--- src/rtl/uart_transmitter.sv ---
// 8N1 serial transmitter fed by a small byte FIFO.
// Bit timing uses a down-counter that is reloaded with CLKS_PER_BIT-1 at every bit boundary.
module uart_transmitter #(
    parameter int CLKS_PER_BIT = 10416,
    parameter int FIFO_DEPTH   = 8
) (
    input  logic                        clk,
    input  logic                        rst,
    input  logic [7:0]                  tx_data,
    input  logic                        tx_valid,
    output logic                        tx_ready,
    output logic                        uart_tx,
    output logic                        tx_busy,
    output logic                        tx_done,
    output logic [$clog2(FIFO_DEPTH):0] fifo_count
);

    // state | meaning
    // IDLE  | line high, waiting for the FIFO to hold a byte
    // START | start bit (0) on the line
    // DATA  | eight data bits, LSB first
    // STOP  | stop bit (1); at terminal count chain straight into the next byte or go idle
    localparam logic [1:0] IDLE  = 2'd0;
    localparam logic [1:0] START = 2'd1;
    localparam logic [1:0] DATA  = 2'd2;
    localparam logic [1:0] STOP  = 2'd3;

    localparam int AW = $clog2(FIFO_DEPTH);
    localparam int CW = (CLKS_PER_BIT > 1) ? $clog2(CLKS_PER_BIT) : 1;
    localparam logic [CW-1:0] BIT_RELOAD = CW'(CLKS_PER_BIT - 1);
    localparam logic [AW:0]   DEPTH_VAL  = (AW + 1)'(FIFO_DEPTH);

    logic [1:0]    state;
    logic [7:0]    mem [FIFO_DEPTH];
    logic [AW-1:0] wr_ptr;
    logic [AW-1:0] rd_ptr;
    logic [CW-1:0] bit_cnt;
    logic [2:0]    bit_idx;
    logic [7:0]    shift_reg;
    logic          push;
    logic          pop;
    logic          bit_tc;
    logic          fifo_empty;

    assign tx_ready   = fifo_count < DEPTH_VAL;
    assign fifo_empty = fifo_count == '0;
    assign push       = tx_valid && tx_ready;
    assign bit_tc     = bit_cnt == '0;
    assign tx_busy    = state != IDLE;

    // Pop only from IDLE or at the last cycle of a stop bit, and never when empty.
    assign pop = !fifo_empty && ((state == IDLE) || (state == STOP && bit_tc));

    // Storage is not reset; clearing the pointers and count is enough to discard contents.
    always_ff @(posedge clk) begin
        if (push) begin
            mem[wr_ptr] <= tx_data;
        end
    end

    always_ff @(posedge clk or posedge rst) begin
        if (rst) begin
            wr_ptr     <= '0;
            rd_ptr     <= '0;
            fifo_count <= '0;
        end else begin
            if (push) begin
                wr_ptr <= wr_ptr + AW'(1);
            end
            if (pop) begin
                rd_ptr <= rd_ptr + AW'(1);
            end
            case ({push, pop})
                2'b10:   fifo_count <= fifo_count + (AW + 1)'(1);
                2'b01:   fifo_count <= fifo_count - (AW + 1)'(1);
                default: fifo_count <= fifo_count;
            endcase
        end
    end

    always_ff @(posedge clk or posedge rst) begin
        if (rst) begin
            state     <= IDLE;
            uart_tx   <= 1'b1;
            tx_done   <= 1'b0;
            bit_cnt   <= '0;
            bit_idx   <= '0;
            shift_reg <= '0;
        end else begin
            tx_done <= 1'b0;
            case (state)
                IDLE: begin
                    if (pop) begin
                        shift_reg <= mem[rd_ptr];
                        bit_cnt   <= BIT_RELOAD;
                        uart_tx   <= 1'b0;
                        state     <= START;
                    end
                end
                START: begin
                    if (bit_tc) begin
                        uart_tx   <= shift_reg[0];
                        shift_reg <= {1'b0, shift_reg[7:1]};
                        bit_idx   <= '0;
                        bit_cnt   <= BIT_RELOAD;
                        state     <= DATA;
                    end else begin
                        bit_cnt <= bit_cnt - CW'(1);
                    end
                end
                DATA: begin
                    if (bit_tc) begin
                        bit_cnt <= BIT_RELOAD;
                        if (bit_idx == 3'd7) begin
                            uart_tx <= 1'b1;
                            state   <= STOP;
                        end else begin
                            uart_tx   <= shift_reg[0];
                            shift_reg <= {1'b0, shift_reg[7:1]};
                            bit_idx   <= bit_idx + 3'd1;
                        end
                    end else begin
                        bit_cnt <= bit_cnt - CW'(1);
                    end
                end
                STOP: begin
                    if (bit_tc) begin
                        tx_done <= 1'b1;
                        // Chaining here leaves no idle cycle between back-to-back frames.
                        if (pop) begin
                            shift_reg <= mem[rd_ptr];
                            bit_cnt   <= BIT_RELOAD;
                            uart_tx   <= 1'b0;
                            state     <= START;
                        end else begin
                            state <= IDLE;
                        end
                    end else begin
                        bit_cnt <= bit_cnt - CW'(1);
                    end
                end
                default: begin
                    state   <= IDLE;
                    uart_tx <= 1'b1;
                end
            endcase
        end
    end

endmodule

--- config.mk ---
export PLATFORM = sky130hd
export DESIGN_NAME = uart_transmitter
export DESIGN_NICKNAME = d
export VERILOG_FILES = /design/src/rtl/uart_transmitter.sv
export SDC_FILE = /design/constraint.sdc
export NUM_CORES = 1
export LEC_CHECK = 0
export BUFFER_PORTS_ARGS = -buffer_cell sky130_fd_sc_hd__buf_2
export CAP_MARGIN = 20
export CORE_UTILIZATION = 60
export CTS_CLUSTER_SIZE = 10
export DETAILED_ROUTE_END_ITERATION = 16
export HOLD_SLACK_MARGIN = 0.03
export PLACE_DENSITY = 0.78
export SYNTH_ARGS = -nofsm -noshare
export SYNTH_HDL_FRONTEND = slang
export SYNTH_SLANG_ARGS = --single-unit
export TNS_END_PERCENT = 100
--- constraint.sdc ---
create_clock -name clk -period 3.4 [get_ports clk]
set_clock_uncertainty 0.2 [all_clocks]
set_input_delay 0.17 -clock clk [delete_from_list [all_inputs] [get_ports clk]]
set_output_delay 0.17 -clock clk [all_outputs]
set_load 0.01 [all_outputs]
==> impl_metrics.env <==
export IMPL_run_status="finished, final reports clean"
export IMPL_worstPathRequired_ns=3.45
export IMPL_grt_start_max_net_pins=40
export IMPL_synthCells=341
export IMPL_drive_gt1_share_pct=22.87
export IMPL_timing_hold_violations_final=0
export IMPL_postSynthAreaPerCell_sq_um=14.02
export IMPL_fill_cells=520
export IMPL_fin_crit_sh_pct=93.88
export IMPL_largest_reg_flops=64
export IMPL_hold_start="tx_valid"
export IMPL_viasPerCell=6.040
export IMPL_nNetsFinal=395
export IMPL_hold_depth=3
export IMPL_synth_simple_area_share_pct=9.843
export IMPL_clk_pin_slew_ns=0.11
export IMPL_first_iter_violations=121
export IMPL_dieArea_sq_um=8327
export IMPL_worstReg2RegEnd="fifo_count[2]$_DFFE_PP0P_"
export IMPL_core_area_sq_um=7727
export IMPL_setup_viol=0
export IMPL_postRouteAntennaNets=0
export IMPL_initial_core_util_pct=61.85
export IMPL_synth_warning_count=0
export IMPL_rows=32
export IMPL_synth_compound_gate_area_share_pct=9.581
export IMPL_rr_worst_depth=12
export IMPL_r2r_start="state[1]$_DFFE_PP0P_"
export IMPL_htreeDepth=3
export IMPL_finalCriticalPeriod_ns=3.192
export IMPL_grt_pass1_vias=2839
export IMPL_arrival_ns=3.25
export IMPL_drv_cap=0
export IMPL_cts_made_buffers=9
export IMPL_crit_start="state[1]$_DFFE_PP0P_"
export IMPL_finalSetupTns_ns=0
export IMPL_insertion_delay_ns=0.37
export IMPL_synth_top_area_cell="edfxtp_1"
export IMPL_diodes=0
export IMPL_drc=0
export IMPL_leakage_nw=2.042
export IMPL_antenna_found_initial=0
export IMPL_power_density_nw_per_um2=506.4
export IMPL_tritoncts="done"
export IMPL_grt_pass1_wl_um=14140
export IMPL_rsz0062_at_grt="no"
export IMPL_r2r_slack_ns=0.21
export IMPL_synth_xor_area_share_pct=1.649
export IMPL_cp_max_fo=7
export IMPL_first_pass_iters=4
export IMPL_synth_edf_count=64
export IMPL_pin_count=19
export IMPL_ir_drop_mv=0.6338
export IMPL_synthArstFlopShare_pct=37.86
export IMPL_fmax_mhz=313.3
export IMPL_grt_use_total_pct=22.67
export IMPL_cts_setup_buffers=0
export IMPL_postRouteWirelength_um=8804
export IMPL_synth_top_area_share_pct=40.21
export IMPL_synth_cell_type_count=62
export IMPL_chipWidth_um=91.25
export IMPL_synthFlopType="edfxtp_1"
export IMPL_portBuffers=18
export IMPL_clock_sinks=103
export IMPL_hpwl_um=5967
export IMPL_syn_area_sq_um=4780
export IMPL_worst_pin_slew_ns=0.8409
export IMPL_startpoint_type="register"
export IMPL_muxShareOfSynthArea_pct=12.02
export IMPL_ys_ff_latch=103
export IMPL_synthesis_nets=365
export IMPL_root_buffer="clkbuf_8"
export IMPL_synthAdderAreaFrac_pct=3.403
export IMPL_drt_wirelength_per_cell_um=18.42
export IMPL_slew_viol_final=0
export IMPL_max_slew_margin_pct=43.73
export IMPL_endpoint_kind="register"
export IMPL_fin_hold_ws_ns=0.08365
export IMPL_die_h_um=91.25
export IMPL_yosys_top_cells_area="edfxtp_1 40%, dfrtp_1 20%, mux4_2 7.5%, ha_1 3.4%, mux2_2 2.6%"
export IMPL_criticalPathCategory="register to register"
export IMPL_gp_congestion=0.9207
export IMPL_dr_total_vias=2887
export IMPL_syn_to_final_growth_pct=10.63
export IMPL_hp_class="input pin to register"
export IMPL_overflow=0
export IMPL_synth_seq_area_share_pct=60.65
export IMPL_synth_top_family_by_area="multiplexers"
export IMPL_hold_end="wr_ptr[0]$_DFFE_PP0P_"
export IMPL_cts_buffer_depth=2
-- metrics by stage --
step           setup slack (ns)  util (%)  total power (W)  area, sq um  std cells
4_1_cts                  0.1396     68.39         0.002701         5285        478
6_report                 0.2080     68.43         0.002678         5288        478
3_3_place_gp             0.3399     64.38         0.001888         4975        453
2_1_floorplan            0.3341         -         0.001778         4780        341
3_5_place_dp             0.1581     64.38         0.001914         4975        453
5_1_grt                 0.02036     68.43         0.002784         5288        478
-- logic make-up (layout without fill, tap and decap cells) --
group / after synthesis / count (layout)
and+or+nand+nor: 89 / 89
xor gates and xnor gates: 9 / 9
AOI/OAI and AO/OA: 63 / 63
DFF: 103 / 103
muxes: 36 / 36
buffers and inverters: 28 / 63
adders and majority gates: 13 / 13
-- cell usage after synthesis (2+ instances only) --
library cell and n:
nor3_1 13, xnor2_1 5, o21ai_0 15, xor2_1 4, a21o_1 4, dfrtp_1 38
nor2_1 21, ha_1 13, buf_1 3, nand2_1 21, or2_2 3, a211oi_1 2
nor3b_1 2, a22oi_1 2, o22ai_1 2, nor4_1 6, edfxtp_1 64, inv_1 9
o21a_1 2, mux2i_1 9, or4_1 3, mux2_2 11, mux4_2 16, a31oi_1 3
or3_1 2, nand2b_1 4, o2bb2ai_1 2, o211ai_1 2, buf_2 6, clkbuf_1 6
a22o_1 8, nand3_1 3, o22a_1 3, a21oi_1 6
-- final cells by class --
type	instances	area, sq um	share of cell area [%]
multi-input cells	210	1747	33.03
clock buffers	9	123.9	2.343
inverters	10	38.79	0.7336
well taps	102	127.6	2.414
repair buffers	37	255.2	4.827
flip-flops and latches	103	2899	54.83
clock inverters	7	96.34	1.822
-- worst max path at each step --
stage,end,slack [ns]
detailed placement,fifo_count[2]$_DFFE_PP0P_,0.16
CTS,fifo_count[2]$_DFFE_PP0P_,0.14
global placement,fifo_count[2]$_DFFE_PP0P_,0.34
global route,fifo_count[2]$_DFFE_PP0P_,0.02
finish,fifo_count[2]$_DFFE_PP0P_,0.21
floorplan,fifo_count[2]$_DFFE_PP0P_,0.33
-- layout by cell type (no fill, tap or decap), types with 2 or more instances in the layout --
| cell type | count |
|---|---|
| mux4_2 | 16 |
| nor2_1 | 21 |
| or3_1 | 2 |
| or4_1 | 3 |
| nor3b_1 | 2 |
| a21o_1 | 4 |
| clkbuf_8 | 9 |
| or2_2 | 3 |
| xor2_1 | 4 |
| mux2_2 | 11 |
| buf_4 | 10 |
| buf_2 | 18 |
| clkinv_8 | 4 |
| nand3_1 | 3 |
| o22a_1 | 3 |
| a31oi_1 | 3 |
| inv_1 | 9 |
| mux2i_1 | 9 |
| a21oi_1 | 6 |
| o211ai_1 | 2 |
| o22ai_1 | 2 |
| o2bb2ai_1 | 2 |
| dfrtp_1 | 38 |
| ha_1 | 12 |
| xnor2_1 | 5 |
| edfxtp_1 | 64 |
| a22oi_1 | 2 |
| inv_8 | 2 |
| a22o_1 | 8 |
| dlygate4sd3_1 | 9 |
| nand2_1 | 21 |
| o21a_1 | 2 |
| nor3_1 | 13 |
| nor4_1 | 6 |
| o21ai_0 | 15 |
| a211oi_1 | 2 |
| nand2b_1 | 4 |
-- timing repair --
item,4_1_cts,5_1_grt
endpoints found under the hold margin,102,0
resized for setup,0,1
setup endpoints to repair,0,1
hold buffers,9,0
-- where the power goes --
part | internal, W | switching [W]
Combinational | 0.000158 | 0.000187
Sequential | 0.00146 | 0.0000858
Clock | 0.000302 | 0.000485
-- layer usage --
metal / up-vias / part of all wire (%) / track usage, %
met3: 8 / 3.2 / 5.276
met5: - / 0 / 0
met1: 1453 / 43 / 26.97
met2: 56 / 53 / 41.16
li1: 1370 / - / -
met4: 0 / 0.98 / 6.349
-- critical path, stage by stage (launching register included) --
cell and delay [ns]:
dfrtp_1 0.42, ha_2 0.26, or3b_2 0.49, nor4_4 0.38
o21ai_4 0.13, clkinv_2 0.07, ha_1 0.28, xor2_1 0.11
ha_1 0.19, a21oi_1 0.16, xor2_1 0.18, nor2_1 0.06
xor2_1 0.14
(Power assumes the default switching activity.)
